## config.mk

```make
export PLATFORM = sky130hd
export DESIGN_NAME = regfile_n
export DESIGN_NICKNAME = d
export VERILOG_FILES = /design/src/rtl/regfile_pkg.sv /design/src/rtl/regfile_cell.sv /design/src/rtl/regfile_n.sv
export SDC_FILE = /design/constraint.sdc
export NUM_CORES = 1
export LEC_CHECK = 0
export ABC_AREA = 1
export CAP_MARGIN = 20
export CORE_MARGIN = 5
export CORE_UTILIZATION = 55
export CTS_CLUSTER_DIAMETER = 100
export CTS_CLUSTER_SIZE = 30
export DETAILED_ROUTE_END_ITERATION = 10
export PLACE_DENSITY = 0.78
export RECOVER_POWER = 100
export SYNTH_ARGS = -nofsm -noshare
export SYNTH_HDL_FRONTEND = slang
export SYNTH_SLANG_ARGS = --single-unit
```

## constraint.sdc

```tcl
create_clock -name clk -period 2 [get_ports clk]
set_clock_uncertainty 0.2 [all_clocks]
set_input_delay 0.3 -clock clk [delete_from_list [all_inputs] [get_ports clk]]
set_output_delay 0.3 -clock clk [all_outputs]
set_load 0.01 [all_outputs]
```

## src/rtl/regfile_pkg.sv

```systemverilog
// regfile_pkg: shared op encoding and build configuration (macro REGFILE_SAT_EN selects saturating inc/dec)
package regfile_pkg;
    typedef enum logic [1:0] {
        FS_CLR  = 2'b00,
        FS_LOAD = 2'b01,
        FS_DEC  = 2'b10,
        FS_INC  = 2'b11
    } funsel_t;
`ifdef REGFILE_SAT_EN
    localparam bit SAT_EN = 1'b1;
`else
    localparam bit SAT_EN = 1'b0;
`endif
endpackage

```

## src/rtl/regfile_cell.sv

```systemverilog
// regfile_cell: one W-bit register with clear/load/dec/inc, zero flag and wrap event (REGFILE_SAT_EN via regfile_pkg)
module regfile_cell
    import regfile_pkg::*;
#(
    parameter int W = 8
) (
    input  logic         clk,
    input  logic         rst,
    input  logic         en,
    input  funsel_t      funsel,
    input  logic [W-1:0] load,
    output logic [W-1:0] value,
    output logic         zero,
    output logic         wrap_evt
);
    logic [W-1:0] nxt;
    assign zero     = value == '0;
    assign wrap_evt = en && ((funsel == FS_INC && &value) || (funsel == FS_DEC && zero));
    // next value for the selected op; a saturating build holds instead of wrapping
    always_comb begin
        nxt = (SAT_EN && wrap_evt) ? value :
              funsel == FS_CLR  ? '0 :
              funsel == FS_LOAD ? load :
              funsel == FS_DEC  ? value - 1'b1 : value + 1'b1;
    end
    // register state, updated only when this cell is in the write mask
    always_ff @(posedge clk or posedge rst) begin
        if (rst) value <= '0;
        else if (en) value <= nxt;
    end
endmodule

```

## src/rtl/regfile_n.sv

```systemverilog
// regfile_n: NREG x W register file with masked ops, two read ports, zero flags and wrap event (REGFILE_SAT_EN selects saturation)
module regfile_n
    import regfile_pkg::*;
#(
    parameter int W = 8,
    parameter int NREG = 8,
    localparam int SELW = $clog2(NREG)
) (
    input  logic            clk,
    input  logic            rst,
    input  logic [W-1:0]    load,
    input  logic [1:0]      funsel,
    input  logic [NREG-1:0] wsel,
    input  logic [SELW-1:0] o1sel,
    input  logic [SELW-1:0] o2sel,
    output logic [W-1:0]    o1,
    output logic [W-1:0]    o2,
    output logic [NREG-1:0] zflag,
    output logic            wrap
);
    logic [W-1:0]    vals [2**SELW];
    logic [NREG-1:0] evts;
    for (genvar i = 0; i < 2**SELW; i++) begin : g_reg
        if (i < NREG) begin : g_cell
            regfile_cell #(.W(W)) u_cell (
                .clk      (clk),
                .rst      (rst),
                .en       (wsel[i]),
                .funsel   (funsel_t'(funsel)),
                .load     (load),
                .value    (vals[i]),
                .zero     (zflag[i]),
                .wrap_evt (evts[i])
            );
        end else begin : g_pad
            assign vals[i] = '0;
        end
    end
    assign o1 = vals[o1sel];
    assign o2 = vals[o2sel];
    // one-cycle event flag: any selected register wrapped or saturated on this edge
    always_ff @(posedge clk or posedge rst) begin
        if (rst) wrap <= 1'b0;
        else wrap <= |evts;
    end
endmodule
```

# After elaboration in Yosys (flattened, before gate mapping)

Index checks and enable logic that the tools add are counted.

$add $sub $neg: 16
Magnitude comparators: 2
Eq/ne operators: 3
Mux-type cells: 30
Bitwise logic cells: 2
Reductions and logical operators: 50

Operators with widths:

| kind                | number |
|---|---|
| $mux 8              | 28 |
| $add 8x1->8 const B | 8 |
| $logic_not 8->1     | 8 |
| $reduce_and 8->1    | 8 |
| $sub 8x1->8 const B | 8 |
| $bmux 8 s3          | 2 |
| $logic_and 1x1->1   | 24 |
| $ge 4x4->1 const B  | 2 |
| $logic_or 1x1->1    | 8 |
| $not 3->4           | 2 |
| $reduce_or 8->1     | 1 |
| $eq 2x2->1 const B  | 2 |
| $eq 2x1->1 const B  | 1 |
| $logic_not 2->1     | 1 |

Flip-flop bits (word level): 65
Input bits: 26
Output and inout bits: 25
Logic and storage cells: 112

# Longest topological paths before layout

Gate-level depths: netlist (run 1).

Depth in word-level cells: 5
Mapped depth: 17
Depth with buffers taken out: 14

# Hierarchy

Synthesis (run 1) repeated with hierarchy kept, for this count alone.

Cell total of the unflattened synthesis: 1507
Area total of the unflattened synthesis: 8114.0 um^2

Modules (own cells, without submodules):

| module       | times used | cells each | area each (um^2) | seq. area each (um^2) |
|---|---|---|---|---|
| regfile_cell | 8          | 142        | 812.0            | 200.2 |
| regfile_n    | 1          | 371        | 1617.8           | 25.0 |

# Worst setup path after synthesis (run 1)

No wires, ideal clock.

Path kind: input -> register
Start point: in funsel[1]
End point: reg g_reg[0].g_cell.u_cell.value[6]
Setup time: 0.116 ns
Arrival time: 1.661 ns
Required time: 1.684 ns
Slack: 0.023 ns
Stages on the path: 12
Buffers on the path: 1
Path through: inv_2 -> nor2_4 -> buf_4 -> ha_1 -> nand3_1 -> nand2_1 -> a21oi_1 -> nand2_1 -> nand2_1 -> nand3_1 -> nand2_1 -> nand2_1

Longest elaborated chain between the ends: 4
Elaborated cells between the ends (all ways): 6
Those cells by class: eq/ne (2); mux (3); reduce/logical (1)

Ends and longest elaborated chain:

| what                 | RTL line           | RTL |
|---|---|---|
| from (decl)          | regfile_n.sv:12    | `input logic [1:0] funsel,` |
| $eq 2x2->1           | regfile_cell.sv:24 | `funsel == FS_DEC ? value - 1'b1 : value + 1'b1;` |
| $mux 8               | regfile_cell.sv:24 |  |
| $mux 8               | regfile_cell.sv:23 | `funsel == FS_LOAD ? load :` |
| $mux 8 *             | regfile_cell.sv:22 | `funsel == FS_CLR ? '0 :` |
| to (signal assigned) | regfile_cell.sv:29 | `else if (en) value <= nxt;` |
| to (decl)            | regfile_cell.sv:12 | `output logic [W-1:0] value,` |

Every way passes the cells marked *; elsewhere a longest branch is shown, timed or not.
A chain may end at the register's enable or synchronous reset.

# Final worst setup path (run 1)

Start point: reg g_reg[4].g_cell.u_cell.value[7]
End point: out o1[7]

Longest elaborated chain between the ends: 3

Ends and longest elaborated chain:

| what                                       | RTL line           | RTL |
|---|---|---|
| from (decl)                                | regfile_cell.sv:12 |  |
| from (signal assigned)                     | regfile_cell.sv:29 |  |
| $bmux 8 s3                                 | regfile_n.sv:39    | `assign o1 = vals[o1sel];` |
| $mux 8 (implied by the code) (2 in series) | regfile_n.sv:39    |  |
| to (decl)                                  | regfile_n.sv:16    | `output logic [W-1:0] o1,` |

No other way between the ends. The select of a mux whose other input is x is not followed.

==> impl_results.html, run 1 <==
<table>
<tr><th>Metric</th><th>Value</th></tr>
<tr><th colspan="2">Global routing</th></tr>
<tr><td>Total grt overflow</td><td>0</td></tr>
<tr><td>Met3 capacity usage during global routing</td><td>6.45%</td></tr>
<tr><td>Number of antenna violations at the first check in global routing</td><td>0</td></tr>
<tr><td>First-pass GRT wire length</td><td>42000 um</td></tr>
<tr><td>Global Route met1 Usage</td><td>48.2%</td></tr>
<tr><td>Met2 routing resource usage after global routing</td><td>55.6%</td></tr>
<tr><td>Maximum number of pins on one net before global-route repair</td><td>43</td></tr>
<tr><td>Number of global-route vias before repair</td><td>8264</td></tr>
<tr><td>Layer carrying the most global-route usage</td><td>met2</td></tr>
<tr><td>All-layer global routing usage</td><td>35.7%</td></tr>
<tr><th colspan="2">Drt</th></tr>
<tr><td>Drt pass-1 iters</td><td>6</td></tr>
<tr><td>Final antenna-violating net count</td><td>0</td></tr>
<tr><td>WL per Instance</td><td>17.4 um</td></tr>
<tr><td>Starting DRT DRC Count</td><td>1145</td></tr>
<tr><td>Overall routed net length</td><td>27500 um</td></tr>
<tr><td>Number of DRC violations after detailed routing</td><td>0</td></tr>
<tr><td>Vias post-DR</td><td>9298</td></tr>
<tr><td>Vias per std cell</td><td>5.90</td></tr>
<tr><th colspan="2">Layout</th></tr>
<tr><td>Area Overhead vs Synth</td><td>38.2%</td></tr>
<tr><td>Share of post-route cells with drive strength above 1</td><td>24.9%</td></tr>
<tr><td>Diodes inserted</td><td>0</td></tr>
<tr><td>Combined area of the multi-input logic cells</td><td>0.00475 sq mm</td></tr>
<tr><td>Fin area</td><td>0.00966 sq mm</td></tr>
<tr><td>Final nets</td><td>1458</td></tr>
<tr><td>Fill count</td><td>1032</td></tr>
<tr><td>Total area of sequential cells</td><td>0.00164 sq mm</td></tr>
<tr><th colspan="2">CTS</th></tr>
<tr><td>Hold-fix buffer count after cts</td><td>0</td></tr>
<tr><td>CTS tree</td><td>built</td></tr>
<tr><td>CTS Buf Count</td><td>9</td></tr>
<tr><td>Clk Latency, worst-skew pair</td><td>0.34 ns</td></tr>
<tr><td>Root buffer selected by CTS</td><td>sky130_fd_sc_hd__clkbuf_16</td></tr>
<tr><td>Largest buffer count on any clock path</td><td>2</td></tr>
<tr><td>Sinks on the clock net</td><td>65</td></tr>
<tr><td>H-tree level count</td><td>3</td></tr>
<tr><td>Clock transition at the registers of the reported paths</td><td>0.06 ns</td></tr>
<tr><th colspan="2">Run status</th></tr>
<tr><td>Violations in the final reports</td><td>setup timing</td></tr>
<tr><td>Result of the run</td><td>finished with violations</td></tr>
<tr><th colspan="2">Placement</th></tr>
<tr><td>Placer congestion estimate</td><td>0.986</td></tr>
<tr><td>DP Wirelength</td><td>20200 um</td></tr>
<tr><td>Pre-CTS setup slack</td><td>-0.733 ns</td></tr>
<tr><td>DP Area</td><td>0.00903 sq mm</td></tr>
<tr><td>Buffers on Ports</td><td>50</td></tr>
<tr><th colspan="2">STA</th></tr>
<tr><td>Final-layout setup total negative slack</td><td>-0.158 ns</td></tr>
<tr><td>Worst slack on hold paths</td><td>0.244 ns</td></tr>
<tr><td>Fmax</td><td>486 MHz</td></tr>
<tr><td>Final period util</td><td>103%</td></tr>
<tr><td>Minimum clock period</td><td>2.06 ns</td></tr>
<tr><td>Slack of the critical path</td><td>-0.0590 ns</td></tr>
<tr><td>Number of hold violations in the final report</td><td>0</td></tr>
<tr><td>Unrepaired setup endpoints after global routing</td><td>true</td></tr>
<tr><td>Transition at the pin with the smallest max-transition slack</td><td>0.748 ns</td></tr>
<tr><td>Setup-failing EPs final</td><td>6</td></tr>
<tr><td>Final Max Slew Viols</td><td>0</td></tr>
<tr><td>Worst slew margin relative to its limit</td><td>50.1%</td></tr>
<tr><th colspan="2">Yosys</th></tr>
<tr><td>Most frequently used cell type in the post-synthesis netlist</td><td>sky130_fd_sc_hd__nand2_1</td></tr>
<tr><td>Top cells by instance count after synthesis</td><td>sky130_fd_sc_hd__nand2_1 (306), sky130_fd_sc_hd__inv_1 (170), sky130_fd_sc_hd__nand3_1 (117)</td></tr>
<tr><td>Cell taking the most area after synthesis</td><td>sky130_fd_sc_hd__dfrtp_1</td></tr>
<tr><td>Area share of the largest cell type after synthesis</td><td>23.3%</td></tr>
<tr><td>Sequential fraction of the synthesis area</td><td>23.3%</td></tr>
<tr><td>Avg Synthesized Cell Area</td><td>5.94 sq um</td></tr>
<tr><td>Ys Warns</td><td>0</td></tr>
<tr><td>Post-Synthesis Cells</td><td>1176</td></tr>
<tr><td>Post-synthesis cell area</td><td>0.00699 sq mm</td></tr>
<tr><td>Library cells used by synthesis</td><td>34</td></tr>
<tr><td>Most instantiated flip-flop cell in the synthesis netlist</td><td>sky130_fd_sc_hd__dfrtp_1</td></tr>
<tr><td>Count of state elements after synthesis</td><td>65</td></tr>
<tr><td>Number of synthesized flops with an enable pin</td><td>0</td></tr>
<tr><td>Ranking of synthesized cells by area</td><td>sky130_fd_sc_hd__dfrtp_1 (23%), sky130_fd_sc_hd__nand2_1 (16%), sky130_fd_sc_hd__inv_1 (9.1%), sky130_fd_sc_hd__nand3_1 (8.4%), sky130_fd_sc_hd__o21ai_0 (7.7%)</td></tr>
<tr><td>Synthesized net count</td><td>1233</td></tr>
<tr><td>Fraction of registers with async set/reset</td><td>100%</td></tr>
<tr><th colspan="2">Die</th></tr>
<tr><td>Die H</td><td>123 um</td></tr>
<tr><td>Chip Width</td><td>123 um</td></tr>
<tr><td>Area enclosed by the die boundary</td><td>0.0151 sq mm</td></tr>
<tr><td>Placeable core area</td><td>0.0125 sq mm</td></tr>
<tr><td>Initial core utilization</td><td>55.8%</td></tr>
<tr><td>Std-Cell Rows</td><td>41</td></tr>
<tr><td>I/O pin count</td><td>51</td></tr>
<tr><th colspan="2">Pwr</th></tr>
<tr><td>Leakage power</td><td>5.05 nW</td></tr>
<tr><td>Final total power</td><td>7.36 mW</td></tr>
<tr><td>Worst voltage drop across the vdd grid</td><td>488 uV</td></tr>
<tr><td>Power per cell area</td><td>762 mW/mm^2</td></tr>
<tr><th colspan="2">Worst hold path</th></tr>
<tr><td>Classification of the worst-slack hold path</td><td>input pin to async pin</td></tr>
<tr><th colspan="2">Worst setup path</th></tr>
<tr><td>Arrival @ worst endpoint</td><td>1.56 ns</td></tr>
<tr><td>Reg2reg path depth</td><td>13</td></tr>
<tr><td>Nature of the critical path endpoint</td><td>output pin</td></tr>
<tr><td>Kind of critical path</td><td>flop to output pin</td></tr>
<tr><td>Max Fanout on Critical Path</td><td>4</td></tr>
<tr><td>Launching element type of the critical path</td><td>flop</td></tr>
<tr><td>CP Data Required Time</td><td>1.50 ns</td></tr>
<tr><th colspan="2">Job</th></tr>
<tr><td>Max-cap check violation count</td><td>0</td></tr>
</table>
registers in the layout, summed over array words and instances, names as in the netlist:
signal                 cells
g.g_cell.u_cell.value     64
wrap                       1
cell families after synthesis:
logic type	Yosys count	synth area share (%)
compound gates	266	21.2
buf+inv	221	12.9
xor+xnor	12	1.50
fa+ha+maj	31	5.55
simple gates	581	35.6
flops	65	23.3
final cells by class:
cell class / count / share of cell area (%)
inverters: 172 / 6.79
well taps: 172 / 2.23
flip-flops and latches: 65 / 17.0
repair buffers: 263 / 22.2
multi-input cells: 890 / 49.1
clock buffers: 14 / 2.73
worst paths after layout:
check | start | end | slack (ns)
min in group clk | funsel[1] | g_reg[7].g_cell.u_cell.value[0] | 0.29
worst min-delay path | rst | g_reg[6].g_cell.u_cell.value[5] | 0.24
worst max-delay path | g_reg[4].g_cell.u_cell.value[7] | o1[7] | -0.06
max in group asynchronous | rst | g_reg[3].g_cell.u_cell.value[3] | 0.26
worst min register to register | g_reg[1].g_cell.u_cell.value[7] | g_reg[1].g_cell.u_cell.value[7] | 0.35
worst max register to register | g_reg[6].g_cell.u_cell.value[1] | g_reg[6].g_cell.u_cell.value[6] | 0.03
routing by layer:
layer	routed length, um	part of all wire, %
met5	0	0
met4	1520	5.5
met1	10700	39
met3	3290	12
met2	12000	44
cell usage in the layout (no fill, tap or decap), types with 3 or more instances in the layout:
cell type / instances
sky130_fd_sc_hd__a21oi_1: 71
sky130_fd_sc_hd__a21oi_2: 11
sky130_fd_sc_hd__a221oi_2: 13
sky130_fd_sc_hd__a31oi_1: 16
sky130_fd_sc_hd__buf_12: 10
sky130_fd_sc_hd__buf_2: 21
sky130_fd_sc_hd__buf_4: 183
sky130_fd_sc_hd__buf_6: 4
sky130_fd_sc_hd__clkbuf_1: 12
sky130_fd_sc_hd__clkbuf_16: 11
sky130_fd_sc_hd__clkbuf_2: 5
sky130_fd_sc_hd__clkdlybuf4s50_1: 17
sky130_fd_sc_hd__dfrtp_1: 56
sky130_fd_sc_hd__dfrtp_2: 9
sky130_fd_sc_hd__dlygate4sd2_1: 4
sky130_fd_sc_hd__ha_1: 28
sky130_fd_sc_hd__ha_4: 3
sky130_fd_sc_hd__inv_1: 140
sky130_fd_sc_hd__inv_2: 28
sky130_fd_sc_hd__nand2_1: 298
sky130_fd_sc_hd__nand2_2: 13
sky130_fd_sc_hd__nand3_1: 111
sky130_fd_sc_hd__nand3_2: 7
sky130_fd_sc_hd__nand4_1: 35
sky130_fd_sc_hd__nor2_1: 87
sky130_fd_sc_hd__nor2_2: 4
sky130_fd_sc_hd__nor3_1: 18
sky130_fd_sc_hd__o211ai_1: 5
sky130_fd_sc_hd__o21ai_0: 89
sky130_fd_sc_hd__o21ai_1: 24
sky130_fd_sc_hd__o21ai_2: 8
sky130_fd_sc_hd__o21bai_1: 7
sky130_fd_sc_hd__o22ai_1: 15
sky130_fd_sc_hd__xnor2_1: 4
sky130_fd_sc_hd__xor2_1: 8
critical path, cell delays in order, from the launching register on:
cell and delay, ns:
sky130_fd_sc_hd__dfrtp_1 0.41, sky130_fd_sc_hd__inv_4 0.11, sky130_fd_sc_hd__buf_6 0.11, sky130_fd_sc_hd__o21ai_4 0.05, sky130_fd_sc_hd__a221oi_4 0.31, sky130_fd_sc_hd__a31oi_1 0.07
sky130_fd_sc_hd__buf_2 0.15
what timing repair did:
item	in CTS	in global routing
pin swaps	24	36
gates resized for setup	156	89
cloned	2	3
endpoints found under the hold margin	0	0
buffers inserted	4	10
endpoints found under the setup margin	89	47
power by group:
part	switching (mW)	internal (mW)	leakage [nW]
combinational	2.30	1.72	4.13
clock	0.598	0.895	0.129
sequential	0.266	1.58	0.800
through the flow:
stage               instances  utilization (%)
floorplan                1176                -
global placement         1543             72.2
detailed placement       1543             72.2
CTS                      1563             75.4
global route             1576             77.2
finish                   1576             77.2
No activity file was read; power rests on OpenSTA's default activity.
==> inputs of run 2 (changes only) <==
- CORE_MARGIN: 5 -> not set
- CORE_UTILIZATION: 55 -> 61
- PLACE_DENSITY: 0.78 -> 0.82
- clock period: 2 -> 1.99 ns (I/O delays scaled with it)
==> impl_results.html, run 2 <==
<table>
<tr><th>Metric</th><th>Value</th></tr>
<tr><th colspan="2">Run status</th></tr>
<tr><td>Result of the run</td><td>did not finish</td></tr>
<tr><td>Terminating stage of the flow</td><td>global routing (5_1_grt)</td></tr>
<tr><td>Error that halted the flow</td><td>[ERROR GRT-0232] Routing congestion too high. Check the congestion heatmap in the GUI.</td></tr>
<tr><th colspan="2">CTS</th></tr>
<tr><td>Root buffer selected by CTS</td><td>sky130_fd_sc_hd__clkbuf_16</td></tr>
<tr><td>CTS Buf Count</td><td>9</td></tr>
<tr><td>H-tree level count</td><td>3</td></tr>
<tr><td>Sinks on the clock net</td><td>65</td></tr>
<tr><td>Largest buffer count on any clock path</td><td>2</td></tr>
<tr><th colspan="2">Yosys</th></tr>
<tr><td>Post-Synth Adder-Cell Area</td><td>5.55%</td></tr>
<tr><td>Most frequently used cell type in the post-synthesis netlist</td><td>sky130_fd_sc_hd__nand2_1</td></tr>
<tr><td>Post-Synth XOR/XNOR Area</td><td>1.50%</td></tr>
<tr><td>Multiplexer area fraction after synthesis</td><td>0%</td></tr>
<tr><td>Top cells by instance count after synthesis</td><td>sky130_fd_sc_hd__nand2_1 (306), sky130_fd_sc_hd__inv_1 (170), sky130_fd_sc_hd__nand3_1 (117)</td></tr>
<tr><td>Number of synthesized flops with an enable pin</td><td>0</td></tr>
<tr><td>Share of the synthesized area in compound gates (AO/OA/AOI/OAI)</td><td>21.2%</td></tr>
<tr><td>Post-synthesis cell area</td><td>0.00699 sq mm</td></tr>
<tr><td>Count of state elements after synthesis</td><td>65</td></tr>
<tr><td>Cell taking the most area after synthesis</td><td>sky130_fd_sc_hd__dfrtp_1</td></tr>
<tr><td>Library cells used by synthesis</td><td>34</td></tr>
<tr><td>Post-Synthesis Cells</td><td>1176</td></tr>
<tr><td>Most instantiated flip-flop cell in the synthesis netlist</td><td>sky130_fd_sc_hd__dfrtp_1</td></tr>
<tr><td>Ranking of synthesized cells by area</td><td>sky130_fd_sc_hd__dfrtp_1 (23%), sky130_fd_sc_hd__nand2_1 (16%), sky130_fd_sc_hd__inv_1 (9.1%), sky130_fd_sc_hd__nand3_1 (8.4%), sky130_fd_sc_hd__o21ai_0 (7.7%)</td></tr>
<tr><td>Area share of the largest cell type after synthesis</td><td>23.3%</td></tr>
<tr><td>Synthesized net count</td><td>1233</td></tr>
<tr><td>Sequential fraction of the synthesis area</td><td>23.3%</td></tr>
<tr><td>Largest family of logic cells by synthesized area</td><td>simple AND/OR/NAND/NOR gates</td></tr>
<tr><td>Avg Synthesized Cell Area</td><td>5.94 sq um</td></tr>
<tr><td>Post-synthesis simple-gate area fraction</td><td>35.6%</td></tr>
<tr><td>Fraction of registers with async set/reset</td><td>100%</td></tr>
<tr><td>Ys Warns</td><td>0</td></tr>
<tr><th colspan="2">Global routing</th></tr>
<tr><td>Total grt overflow</td><td>98</td></tr>
<tr><td>Maximum number of pins on one net before global-route repair</td><td>66</td></tr>
<tr><td>All-layer global routing usage</td><td>84.6%</td></tr>
<tr><th colspan="2">Die</th></tr>
<tr><td>I/O pin count</td><td>51</td></tr>
<tr><td>Chip Width</td><td>109 um</td></tr>
<tr><td>Die H</td><td>109 um</td></tr>
<tr><td>Std-Cell Rows</td><td>38</td></tr>
<tr><td>Initial core utilization</td><td>63.6%</td></tr>
<tr><th colspan="2">STA</th></tr>
<tr><td>Endpoint with the least setup slack after the last global-route repair</td><td>o2[6]</td></tr>
<tr><td>Kind of endpoint with the least setup slack</td><td>output port</td></tr>
<tr><th colspan="2">Placement</th></tr>
<tr><td>DP Wirelength</td><td>20300 um</td></tr>
<tr><td>Placer congestion estimate</td><td>0.978</td></tr>
<tr><td>Buffers on Ports</td><td>50</td></tr>
<tr><td>Pre-CTS setup slack</td><td>-0.722 ns</td></tr>
</table>
-- run 2: cell counts after synthesis --
No cell type changed its count.
-- run 2: cells by family after synthesis --
group | count (synthesis)
AO/OA/AOI/OAI | 266
XOR/XNOR | 12
flip-flops | 65
buffers and inverters | 221
adder cells (fa/ha/maj) | 31
AND/OR/NAND/NOR | 581
-- run 2: routing by layer --
metal  GRT overflow  GRT usage, %
met5              0          33.9
met4             37          86.6
met3              4          73.6
met2             57          97.9
met1              0          84.0
-- run 2: timing repair --
action	4_1_cts
setup endpoints to repair	88
gates cloned	2
setup buffers	13
pin swaps	20
hold buffers	0
resized for setup	179
-- run 2: through the flow --
step                      util [%]  instance area [sq um]  hold WS [ns]  TNS (ns)  std cells
after CTS                     88.5                   9720         0.235    -0.232       1568
after detailed placement      83.9                   9220         0.310    -45.97       1541
after global placement        83.9                   9220         0.294    -43.52       1541
after floorplan                  -                   6990         0.179         0       1176
==> inputs of run 3 (changes only) <==
- CORE_UTILIZATION: 61 -> 40
- CTS_CLUSTER_DIAMETER: 100 -> not set
- CTS_CLUSTER_SIZE: 30 -> not set
- PLACE_DENSITY: 0.82 -> not set
- PLACE_DENSITY_LB_ADDON: not set -> 0.15
==> impl_results.html, run 3 (synthesized netlist as in run 1, its figures left out) <==
<table>
<tr><th>Metric</th><th>Value</th></tr>
<tr><th colspan="2">Run status</th></tr>
<tr><td>Result of the run</td><td>finished with violations</td></tr>
<tr><td>Violations in the final reports</td><td>setup timing</td></tr>
<tr><th colspan="2">Pwr</th></tr>
<tr><td>Net Sw Frac</td><td>41.8%</td></tr>
<tr><td>Sequential fraction of design power</td><td>23.5%</td></tr>
<tr><td>Final total power</td><td>7.90 mW</td></tr>
<tr><td>Switching component of the power</td><td>3.30 mW</td></tr>
<tr><td>Power per cell area</td><td>772 mW/mm^2</td></tr>
<tr><td>Clock share of power</td><td>21.7%</td></tr>
<tr><td>Internal Dissipation</td><td>4.60 mW</td></tr>
<tr><td>Leakage power</td><td>5.33 nW</td></tr>
<tr><td>Worst voltage drop across the vdd grid</td><td>420 uV</td></tr>
<tr><td>Proportion of power drawn by combinational gates</td><td>54.8%</td></tr>
<tr><th colspan="2">Layout</th></tr>
<tr><td>Most common cell after layout, fill and taps aside</td><td>sky130_fd_sc_hd__nand2_1</td></tr>
<tr><td>Area Overhead vs Synth</td><td>46.5%</td></tr>
<tr><td>Number of flip-flops under the largest register name</td><td>64</td></tr>
<tr><td>Biggest regs</td><td>g.g_cell.u_cell.value (64), wrap (1)</td></tr>
<tr><td>Share of post-route cells with drive strength above 1</td><td>29.5%</td></tr>
<tr><td>Diodes inserted</td><td>0</td></tr>
<tr><td>Utilization after layout</td><td>60.9%</td></tr>
<tr><td>Final nets</td><td>1509</td></tr>
<tr><td>Post-Layout Cell Count</td><td>1677</td></tr>
<tr><td>Register with the most flip-flops</td><td>g.g_cell.u_cell.value</td></tr>
<tr><td>Commonest cells after routing, fill and taps aside</td><td>sky130_fd_sc_hd__nand2_1 (289), sky130_fd_sc_hd__buf_4 (223), sky130_fd_sc_hd__inv_1 (132), sky130_fd_sc_hd__nand3_1 (114), sky130_fd_sc_hd__o21ai_0 (90)</td></tr>
<tr><th colspan="2">CTS</th></tr>
<tr><td>Hold-fix buffer count after cts</td><td>0</td></tr>
<tr><td>Largest buffer count on any clock path</td><td>2</td></tr>
<tr><td>CTS tree</td><td>built</td></tr>
<tr><td>CTS Buf Count</td><td>9</td></tr>
<tr><td>H-tree level count</td><td>3</td></tr>
<tr><td>Root buffer selected by CTS</td><td>sky130_fd_sc_hd__clkbuf_16</td></tr>
<tr><td>Sinks on the clock net</td><td>65</td></tr>
<tr><td>Clock transition at the registers of the reported paths</td><td>0.06 ns</td></tr>
<tr><td>Clk Latency, worst-skew pair</td><td>0.35 ns</td></tr>
<tr><th colspan="2">Global routing</th></tr>
<tr><td>Number of antenna violations at the first check in global routing</td><td>0</td></tr>
<tr><td>First-pass GRT wire length</td><td>43900 um</td></tr>
<tr><td>Maximum number of pins on one net before global-route repair</td><td>30</td></tr>
<tr><td>Total grt overflow</td><td>0</td></tr>
<tr><td>Number of global-route vias before repair</td><td>8342</td></tr>
<tr><td>All-layer global routing usage</td><td>31.7%</td></tr>
<tr><th colspan="2">Placement</th></tr>
<tr><td>Pre-CTS setup slack</td><td>-0.747 ns</td></tr>
<tr><td>Buffers on Ports</td><td>50</td></tr>
<tr><td>Number of instances in the placed design</td><td>1635</td></tr>
<tr><td>DP Wirelength</td><td>21500 um</td></tr>
<tr><td>Placer congestion estimate</td><td>1.00</td></tr>
<tr><th colspan="2">Drt</th></tr>
<tr><td>WL per Instance</td><td>17.0 um</td></tr>
<tr><td>Vias per std cell</td><td>5.45</td></tr>
<tr><td>Overall routed net length</td><td>28500 um</td></tr>
<tr><td>Drt pass-1 iters</td><td>5</td></tr>
<tr><td>Vias post-DR</td><td>9136</td></tr>
<tr><td>Number of DRC violations after detailed routing</td><td>0</td></tr>
<tr><td>Final antenna-violating net count</td><td>0</td></tr>
<tr><td>Starting DRT DRC Count</td><td>860</td></tr>
<tr><th colspan="2">Worst hold path</th></tr>
<tr><td>Classification of the worst-slack hold path</td><td>input pin to async pin</td></tr>
<tr><th colspan="2">STA</th></tr>
<tr><td>Minimum clock period</td><td>2.11 ns</td></tr>
<tr><td>Final period util</td><td>106%</td></tr>
<tr><td>Slack of the critical path</td><td>-0.119 ns</td></tr>
<tr><td>Final Max Slew Viols</td><td>0</td></tr>
<tr><td>Transition at the pin with the smallest max-transition slack</td><td>0.753 ns</td></tr>
<tr><td>Number of hold violations in the final report</td><td>0</td></tr>
<tr><td>Setup-failing EPs final</td><td>9</td></tr>
<tr><td>Unrepaired setup endpoints after global routing</td><td>true</td></tr>
<tr><td>Worst slew margin relative to its limit</td><td>49.8%</td></tr>
<tr><td>Fmax</td><td>474 MHz</td></tr>
<tr><th colspan="2">Die</th></tr>
<tr><td>Chip Width</td><td>134 um</td></tr>
<tr><td>Initial core utilization</td><td>41.5%</td></tr>
<tr><td>Placeable core area</td><td>0.0168 sq mm</td></tr>
<tr><td>I/O pin count</td><td>51</td></tr>
<tr><td>Area enclosed by the die boundary</td><td>0.0180 sq mm</td></tr>
<tr><td>Std-Cell Rows</td><td>47</td></tr>
<tr><td>Die H</td><td>134 um</td></tr>
<tr><th colspan="2">Worst setup path</th></tr>
<tr><td>Launching element type of the critical path</td><td>flop</td></tr>
<tr><td>Maximum cell stage delay along the critical path</td><td>0.41 ns</td></tr>
<tr><td>Kind of critical path</td><td>flop to output pin</td></tr>
<tr><td>Arrival @ worst endpoint</td><td>1.61 ns</td></tr>
<tr><td>Max Fanout on Critical Path</td><td>2</td></tr>
<tr><td>Crit path max-delay cell type</td><td>sky130_fd_sc_hd__dfrtp_1</td></tr>
<tr><td>Cell Chain, Critical Path</td><td>buf_6 -&gt; nand2_2 -&gt; o21ai_2 -&gt; a221oi_2 -&gt; a31oi_1 -&gt; buf_2</td></tr>
<tr><td>CP Data Required Time</td><td>1.49 ns</td></tr>
<tr><td>Nature of the critical path endpoint</td><td>output pin</td></tr>
<tr><th colspan="2">Job</th></tr>
<tr><td>Max-cap check violation count</td><td>0</td></tr>
</table>
-- run 3: repair_timing --
| action | CTS | global route |
|---|---|---|
| cloned | 1 | 1 |
| resized for setup | 168 | 103 |
| pin swaps | 25 | 38 |
| setup endpoints to repair | 87 | 79 |
| setup buffers | 15 | 11 |
-- run 3: path summary, 6_finish.rpt --
| check | from | depth (start not counted) | slack (ns) | end |
|---|---|---|---|---|
| max | g_reg[5].g_cell.u_cell.value[6] | 6 | -0.12 | o2[6] |
| min | rst | 2 | 0.25 | g_reg[6].g_cell.u_cell.value[1] |
| max reg2reg | g_reg[7].g_cell.u_cell.value[5] | 9 | 0.08 | g_reg[7].g_cell.u_cell.value[6] |
| min reg2reg | g_reg[1].g_cell.u_cell.value[7] | 3 | 0.38 | g_reg[1].g_cell.u_cell.value[7] |
| max in group asynchronous | rst | 3 | 0.18 | g_reg[7].g_cell.u_cell.value[5] |
| min in group clk | funsel[1] | 5 | 0.28 | g_reg[7].g_cell.u_cell.value[0] |
-- run 3: metrics by stage --
stage / hold WS, ns / setup TNS (ns) / area [sq um]
6_report: 0.252 / -0.268 / 10200
5_1_grt: 0.299 / -2.74 / 10200
4_1_cts: 0.0901 / -0.335 / 9910
3_5_place_dp: 0.371 / -49.06 / 9450
3_3_place_gp: 0.364 / -48.73 / 9450
2_1_floorplan: 0.179 / 0 / 6990
-- run 3: critical path, delay by kind of cell (launching register included) --
family	cells	cell delay, ns
AOI/OAI and AO/OA	3	0.50
buffers and inverters	2	0.30
DFF	1	0.41
and+or+nand+nor	1	0.06
-- run 3: area by class of cell --
type	count	area [sq um]
timing repair buffer	314	2570
multi-input combinational	890	4800
sequential	65	1640
tap	220	275
fill	1628	6580
clock buffer	14	274
clock inverter	2	35.0
inverter	172	654
-- run 3: routing by layer --
layer,global-route usage [%],part of all wire (%),vias up
met5,0,0,-
met4,9.30,2.5,0
met3,3.89,8.9,48
met2,50.2,44,395
met1,45.0,45,4205
li1,-,-,4488
-- run 3: power by group through the flow --
stage          Sequential (mW)  Clock [mW]  Combinational, mW
2_1_floorplan             1.82           0               2.06
3_5_place_dp              1.84           0               3.97
5_1_grt                   1.88        1.76               4.76
4_1_cts                   1.84        1.72               4.06
3_3_place_gp              1.84           0               3.94
6_report                  1.86        1.71               4.33
